File: src/rtl/uart_rx.sv
// uart_rx: 8N1 serial receiver with 16x oversampling, glitch rejection and framing-error detection
module uart_rx #(
  parameter int CLK_FREQ  = 50000000,
  parameter int BAUD_RATE = 9600
) (
  input  logic       iClk,
  input  logic       iRst,
  input  logic       iRx,
  output logic [7:0] oData,
  output logic       oValid,
  output logic       oFrame_err,
  output logic       oBusy
);
  localparam int DIV = CLK_FREQ / (BAUD_RATE * 16);
  localparam int DW  = ($clog2(DIV) > 16) ? $clog2(DIV) : 16;
  typedef enum logic [1:0] {IDLE, START, DATA, STOP} state_t;
  state_t r_state, w_next;
  logic r_rx_s1, r_rx_s2, r_rx_prev;
  logic [DW-1:0] r_div;
  logic [3:0] r_tick;
  logic [2:0] r_idx;
  logic [7:0] r_shift;
  logic w_tick, w_fall, w_mid, w_last;
  assign w_tick = (r_div == DW'(DIV - 1));
  assign w_fall = r_rx_prev & ~r_rx_s2;
  assign w_mid  = w_tick && (r_tick == 4'd7);
  assign w_last = w_tick && (r_tick == 4'd15);
  assign oBusy  = (r_state != IDLE);
  // two-flop synchronizer plus previous sample for falling-edge detection
  always_ff @(posedge iClk) begin
    r_rx_s1   <= iRst ? 1'b1 : iRx;
    r_rx_s2   <= iRst ? 1'b1 : r_rx_s1;
    r_rx_prev <= iRst ? 1'b1 : r_rx_s2;
  end
  // next-state logic; a mid-start sample of 1 is a glitch and aborts the frame
  always_comb begin
    w_next = r_state;
    case (r_state)
      IDLE:    w_next = w_fall ? START : IDLE;
      START:   w_next = w_mid ? (r_rx_s2 ? IDLE : DATA) : START;
      DATA:    w_next = (w_last && r_idx == 3'd7) ? STOP : DATA;
      STOP:    w_next = w_last ? IDLE : STOP;
      default: w_next = IDLE;
    endcase
  end
  // state register, oversample divider (held at 0 in IDLE so ticks align to the start edge), tick counter, bit index
  always_ff @(posedge iClk) begin
    r_state <= iRst ? IDLE : w_next;
    r_div   <= (iRst || r_state == IDLE || w_tick) ? '0 : r_div + DW'(1);
    r_tick  <= (iRst || r_state == IDLE || (r_state == START && w_mid)) ? 4'd0 : r_tick + 4'(w_tick);
    r_idx   <= (iRst || r_state != DATA) ? 3'd0 : r_idx + 3'(w_last);
  end
  // data shift register, LSB first
  always_ff @(posedge iClk) begin
    if (iRst) r_shift <= 8'h00;
    else if (r_state == DATA && w_last) r_shift[r_idx] <= r_rx_s2;
  end
  // registered result pulses at the stop-bit sample; oData only changes on a good frame
  always_ff @(posedge iClk) begin
    oValid     <= !iRst && r_state == STOP && w_last && r_rx_s2;
    oFrame_err <= !iRst && r_state == STOP && w_last && !r_rx_s2;
    if (iRst) oData <= 8'h00;
    else if (r_state == STOP && w_last && r_rx_s2) oData <= r_shift;
  end
endmodule

File: config.mk
export PLATFORM = sky130hd
export DESIGN_NAME = uart_rx
export DESIGN_NICKNAME = d
export VERILOG_FILES = /design/src/rtl/uart_rx.sv
export SDC_FILE = /design/constraint.sdc
export NUM_CORES = 1
export LEC_CHECK = 0
export ABC_AREA = 1
export CAP_MARGIN = 40
export CORE_MARGIN = 2
export CORE_UTILIZATION = 56
export DETAILED_ROUTE_END_ITERATION = 10
export DONT_BUFFER_PORTS = 1
export GPL_TIMING_DRIVEN = 0
export HOLD_SLACK_MARGIN = 0.12
export PLACE_DENSITY = 0.73
export SETUP_SLACK_MARGIN = 0.3
export SYNTH_ARGS = -nofsm -noshare
export SYNTH_HDL_FRONTEND = slang
export SYNTH_SLANG_ARGS = --single-unit
File: constraint.sdc
create_clock -name iClk -period 1.45 [get_ports iClk]
set_input_delay 0.29 -clock iClk [delete_from_list [all_inputs] [get_ports iClk]]
set_output_delay 0.29 -clock iClk [all_outputs]
set_load 0.1 [all_outputs]
==> impl_metrics.csv, run 1 <==
group,metric,value,unit
worst_setup_path,cpLargestDelayFamily,"simple AND/OR/NAND/NOR gates",
timing,tightest_slew,576,ps
global_routing,track_usage,29.9,%
synthesis,yosysWarnings,0,
die,core_area,3940,µm²
flow_run,drv_cap,0,
clock_network,cts_buffers,5,
timing,hold_viol_final,0,
worst_setup_path,path_class,"register to register",
synthesis,synth.area.top_cells,"dfxtp_1 41%, nor2_1 11%, nand2_1 10%",
synthesis,syn_area,2270,µm²
clock_network,insertion_delay,310,ps
route,drt-vias-per-instance,6.01,
placement,port_buffers,0,
global_routing,grt_max_degree,15,
synthesis,synth-simple-area-share,40.6,%
min_path,hp-class,"primary input to register",
worst_setup_path,rr_worst_depth,10,
global_routing,grt_pass1_vias,2225,
cells_and_area,area_growth,49.6,%
synthesis,synth_area_per_cell,6.97,µm²
synthesis,synthAdderAreaFrac,3.30,%
placement,hpwlAfterDp,3210,µm
timing,worst_slack,-171,ps
synthesis,syn_nets,335,
synthesis,syn_inst,326,
die,row_count,23,
worst_setup_path,cp.required,1640,ps
timing,slew-limit-headroom,61.6,%
route,finalWirelength,7580,µm
route,wl_per_cell,18.1,µm
global_routing,antenna_found_initial,0,
clock_network,clock-sinks,46,
cells_and_area,fin_util,86.2,%
worst_setup_path,crit_cells,10,
placement,gp_congestion,0.802,
clock_network,ctsRootBufferMaster,"clkbuf_8",
die,initial_core_util,57.6,%
worst_setup_path,cp.arrival,1820,ps
global_routing,overflow,0,
worst_setup_path,crit_slowest_cell,"dfxtp_4",
synthesis,synth-seq-cells,46,
die,die_width,67.7,µm
synthesis,yosys.area.top_type,"dfxtp_1",
synthesis,synth-xor-area-share,1.16,%
clock_network,htreeDepth,2,
timing,tns,-3750,ps
timing,slew_viol_final,0,
worst_setup_path,start_kind,"register",
timing,min_period,1620,ps
synthesis,synth_top_family_by_area,"simple AND/OR/NAND/NOR gates",
min_path,min_path_cells,2,
synthesis,netlist.area_leader.share,40.5,%
cells_and_area,nFillCells,180,
clock_network,clockBufferDepth,2,
cells_and_area,nets,376,
route,drt_pass1_iterations,5,
clock_network,clkTransAtPathRegs,90,ps
timing,fmax,617,MHz
global_routing,grt_pass1_wl,10000,µm
die,io_pins,14,
worst_setup_path,worstPathCellList,"inv_2, nor2_4, nand2_4, nor2_4, nand2_2, inv_2, ha_4, ha_4, xnor2_2, nor2_1",
route,drtIter0Drc,323,
timing,finalCritPeriodShare,112,%
timing,skew,9.99,ps
clock_network,cts_tree,"yes",
worst_setup_path,cp_max_fo,3,
worst_setup_path,crit_path_max_incr_delay,360,ps
cells_and_area,n_antenna_cell,0,
synthesis,muxShareOfSynthArea,0,%
route,drc_errors,0,
synthesis,synth-compound-area-share,5.18,%
worst_setup_path,cp-end-kind,"register",
synthesis,ys_seq_area_share,40.5,%
die,fp.dieH,67.7,µm
pwr,p_per_area,917,nW/µm²
route,route.vias.total,2514,
status,outcome,"finished with violations",
worst_setup_path,critPathBufInv,2,
status,violations,"setup timing",
timing,rsz0062_at_grt,"yes",
cells_and_area,drive_gt1_share,50.0,%
synthesis,synth.lib_cells_used.distinct,32,
route,ant_nets,0,
pwr,leakagePower,0.00120,µW
timing,finalSetupViolations,43,
pwr,ir_drop,0.000941,V
die,die_area,4580,µm²
[synth_stat cells (all sizes together)]
cell type and number:
nand3 29, ha 6, dfxtp 46, clkbuf 2, xor2 1, nand2 64
a211oi 1, a31oi 1, o21ai 1, nor3b 4, o21a 2, nor3 9
or2 5, inv 46, a21oi 16, nand4 13, buf 5, xnor2 2
nor2 73
[routing by layer]
metal / GRT usage (%) / vias up / routed length, µm
met1: 35.1 / 1157 / 2800
met5: 0 / - / 0
li1: - / 1117 / -
met4: 18.1 / 0 / 518
met3: 4.83 / 63 / 580
met2: 50.6 / 177 / 3670
[path summary, 6_finish.rpt]
check	from	end	slack (ps)
min	iRst	r_rx_prev	130
max	r_div[2]	r_tick[2]	-170
max reg2reg	r_div[2]	r_tick[2]	-170
min reg2reg	r_rx_s1	r_rx_s2	420
[placed cells by master (no fill, tap or decap), types with 2 or more instances in the layout]
cell	count
nor3b_2	4
nand3_2	14
nor2_2	15
buf_4	22
nor3_1	6
dfxtp_4	19
buf_6	12
nand2_1	49
xnor2_2	2
a21oi_1	6
nand3_1	7
dfxtp_1	19
nand2_4	3
or2_2	4
inv_1	33
a21oi_2	10
nor2_1	43
inv_2	9
nor3_2	2
nor2_4	14
dfxtp_2	8
nand3_4	8
ha_4	6
nand4_1	13
inv_4	3
o21a_1	2
nand2_2	11
clkbuf_8	6
[power breakdown]
part	total (µW)	internal [µW]	leakage (µW)	switching, µW
registers	1290	1270	0.000391	24.8
clock network	1130	666	0.0000696	463
logic	696	259	0.000736	436
[layout make-up]
class,instances,area (µm²),area share (%)
Multi-Input combinational cell,227,1640,48.3
Sequential cell,46,1000,29.5
Timing Repair Buffer,34,319,9.39
Inverter,46,184,5.41
Clock buffer,7,108,3.17
Tap cell,50,62.6,1.84
Buffer,7,51.3,1.51
Clock inverter,1,30.0,0.883
[cells by family (layout without fill, tap and decap cells)]
family	count (synthesis)	count (layout)
DFF	46	46
adders and majority gates	6	6
and+or+nand+nor	197	197
buffers and inverters	53	95
xor gates and xnor gates	3	3
AOI/OAI and AO/OA	21	21
[timing repair]
item	4_1_cts	5_1_grt
pin swaps	35	35
buffers inserted	26	5
endpoints found under the hold margin	1	0
gates resized for setup	90	44
hold buffers	1	0
endpoints found under the setup margin	54	52
gates cloned	2	0
[sequential cells by signal, summed over array words and instances (netlist names)]
name	count
oFrame_err	1
r_div	16
r_tick	4
oData	8
r_state	2
r_rx_s2	1
r_rx_s1	1
oValid	1
r_shift	8
r_idx	3
r_rx_prev	1
[per-stage QoR]
stage                     instances  cell area, µm²  setup slack [ps]  power [µW]  hold WS (ps)
after floorplan                 326            2420              66.6        1670           389
final                           418            3400              -171        3120           128
after CTS                       413            3190             -66.6        3000           134
after global routing            418            3400              -236        3200           149
after detailed placement        376            2490              -137        1740           397
after global placement          376            2490              -112        1730           395
[worst register-to-register path, cell delays in order, from the launching register on]
cell and delay, ps:
dfxtp_4 360, inv_2 60, nor2_4 170, nand2_4 100
nor2_4 200, nand2_2 120, inv_2 80, ha_4 140
ha_4 130, xnor2_2 100, nor2_1 50
Note: power is estimated with default switching activity, not from simulation.
==> run 2, diff against run 1 <==
- CORE_UTILIZATION: 56 -> 62
- PLACE_DENSITY: 0.73 -> 0.77
- clock period: 1.45 -> 1.72 ns (I/O delays scaled with it)
==> run 2 against run 1 <==
The flow still finishes with violations (setup timing). Clock-buffer cell count is the same. Critical path depth grew 1. Combinational power decreased by 23%. Largest power group unchanged. Wire length increased by 30%. Total power down 25%.
==> impl_metrics.csv, run 2 (synthesized netlist as in run 1, its figures left out) <==
group,metric,value,unit
timing,fmax,527,MHz
clock_network,htreeDepth,2,
worst_setup_path,cp.arrival,2210,ps
worst_setup_path,crit_slowest_cell,"dfxtp_4",
pwr,clockPowerShare,29.8,%
timing,min_period,1900,ps
die,fp.dieH,64.5,µm
die,core_area,3420,µm²
clock_network,clock-sinks,46,
die,die_width,64.5,µm
global_routing,overflow,0,
die,row_count,21,
route,wl_per_cell,22.9,µm
worst_setup_path,cp_max_fo,8,
pwr,p_comb_share,22.8,%
pwr,ir_drop,0.00106,V
route,drtIter0Drc,651,
timing,tightest_slew,557,ps
pwr,internal_power,1560,µW
cells_and_area,largest_register,"r_div",
worst_setup_path,start_kind,"register",
route,drc_errors,0,
cells_and_area,nFillCells,72,
cells_and_area,n_antenna_cell,0,
timing,finalSetupViolations,18,
pwr,switching_power,778,µW
placement,port_buffers,0,
timing,finalCritPeriodShare,110,%
route,drt-vias-per-instance,6.81,
pwr,seq_power_share,47.4,%
cells_and_area,nets,391,
min_path,hp-class,"primary input to register",
worst_setup_path,worstPathCellList,"nand2_1, inv_1, nand2_1, nor2_4, nand3_2, inv_2, buf_12, nand2_8, nor2_8, nor2_2, nor2_1",
timing,rsz0062_at_grt,"yes",
status,outcome,"finished with violations",
cells_and_area,finalInstanceArea,3300,µm²
clock_network,clkTransAtPathRegs,150,ps
worst_setup_path,crit_path_max_incr_delay,410,ps
cells_and_area,seq_area,962,µm²
worst_setup_path,path_class,"register to register",
worst_setup_path,cpLargestDelayFamily,"simple AND/OR/NAND/NOR gates",
die,io_pins,14,
global_routing,track_usage,31.2,%
global_routing,grt_pass1_wl,10100,µm
timing,holdWs,169,ps
global_routing,grt_max_degree,14,
timing,tns,-1290,ps
timing,hold_viol_final,0,
pwr,p_per_area,710,nW/µm²
clock_network,clockBufferDepth,2,
pwr,leakagePower,0.00122,µW
placement,hpwlAfterDp,3510,µm
cells_and_area,reg_top3,"r_div (16), oData (8), r_shift (8)",
placement,gp_congestion,0.873,
clock_network,ctsRootBufferMaster,"clkbuf_4",
worst_setup_path,critPathBufInv,3,
worst_setup_path,cp.required,2030,ps
timing,slew_viol_final,0,
pwr,p_sw_share,33.3,%
cells_and_area,largest_reg_flops,16,
route,route.vias.total,2923,
route,ant_nets,0,
die,initial_core_util,66.5,%
cells_and_area,final_cell_mix,"53 x nand2_1, 48 x nor2_1, 34 x inv_1, 31 x dfxtp_1, 27 x buf_4",
global_routing,antenna_found_initial,0,
timing,skew,10.6,ps
cells_and_area,area_growth,45.0,%
global_routing,grt_pass1_vias,2248,
clock_network,cts_buffers,5,
timing,slew-limit-headroom,62.8,%
cells_and_area,multi_input_area,1470,µm²
clock_network,insertion_delay,390,ps
worst_setup_path,cp-end-kind,"register",
flow_run,drv_cap,0,
cells_and_area,final_common_cell,"nand2_1",
worst_setup_path,crit_top_cell,"nand2_1",
status,violations,"setup timing",
cells_and_area,drive_gt1_share,39.9,%
clock_network,cts_tree,"yes",
die,die_area,4160,µm²
route,drt_pass1_iterations,9,
placement,placed_area,2520,µm²
timing,worst_slack,-177,ps
route,finalWirelength,9830,µm
==> run 2: cell count changes in the layout (fill, tap and decap cells not counted), sizes merged <==
cell,before,now
buf,38,53
==> run 2: final timing paths <==
check,from,depth (start not counted),to,slack (ps)
setup / recovery,r_div[8],11,oData[0],-180
hold / removal,iRst,2,r_rx_prev,170
setup reg to reg,r_div[8],11,oData[0],-180
hold reg to reg,r_rx_s1,1,r_rx_s2,430
==> run 2: power groups by stage <==
stage	sequential [µW]	combinational, µW	clock [µW]
final	1110	533	697
after global routing	1110	537	720
after CTS	1110	386	650
after detailed placement	1130	299	0
after global placement	1130	294	0
after floorplan	1130	252	0
==> run 2: metal layers <==
metal  GRT usage [%]  up-vias  routed length (µm)
li1                -     1143                   -
met1            37.5     1277                3200
met2            55.5      348                4270
met3            6.77      155                1270
met4            10.1        0                1100
met5               0        -                   0
==> run 2: per-stage QoR <==
step,std cells,total power (µW),worst slack (ps),util (%)
CTS,412,2150,73.6,88.5
floorplan,326,1380,301,-
global route,429,2370,-374,96.5
global placement,372,1430,134,69.5
detailed placement,382,1430,66.7,73.8
finish,429,2340,-177,96.5
==> run 2: what timing repair did <==
| action | CTS | global route |
|---|---|---|
| setup endpoints to repair | 38 | 42 |
| cloned | 1 | 0 |
| resized for setup | 64 | 40 |
| hold buffers | 1 | 0 |
| setup buffers | 20 | 17 |
| endpoints found under the hold margin | 1 | 0 |
| pin swaps | 26 | 27 |
==> run 2: cell type report <==
class,count,area share (%)
timing repair buffer,49,15.3
sequential,46,29.2
clock inverter,1,0.911
inverter,46,5.43
multi-input combinational,227,44.6
tap,46,1.75
clock buffer,7,1.37
buffer,7,1.44
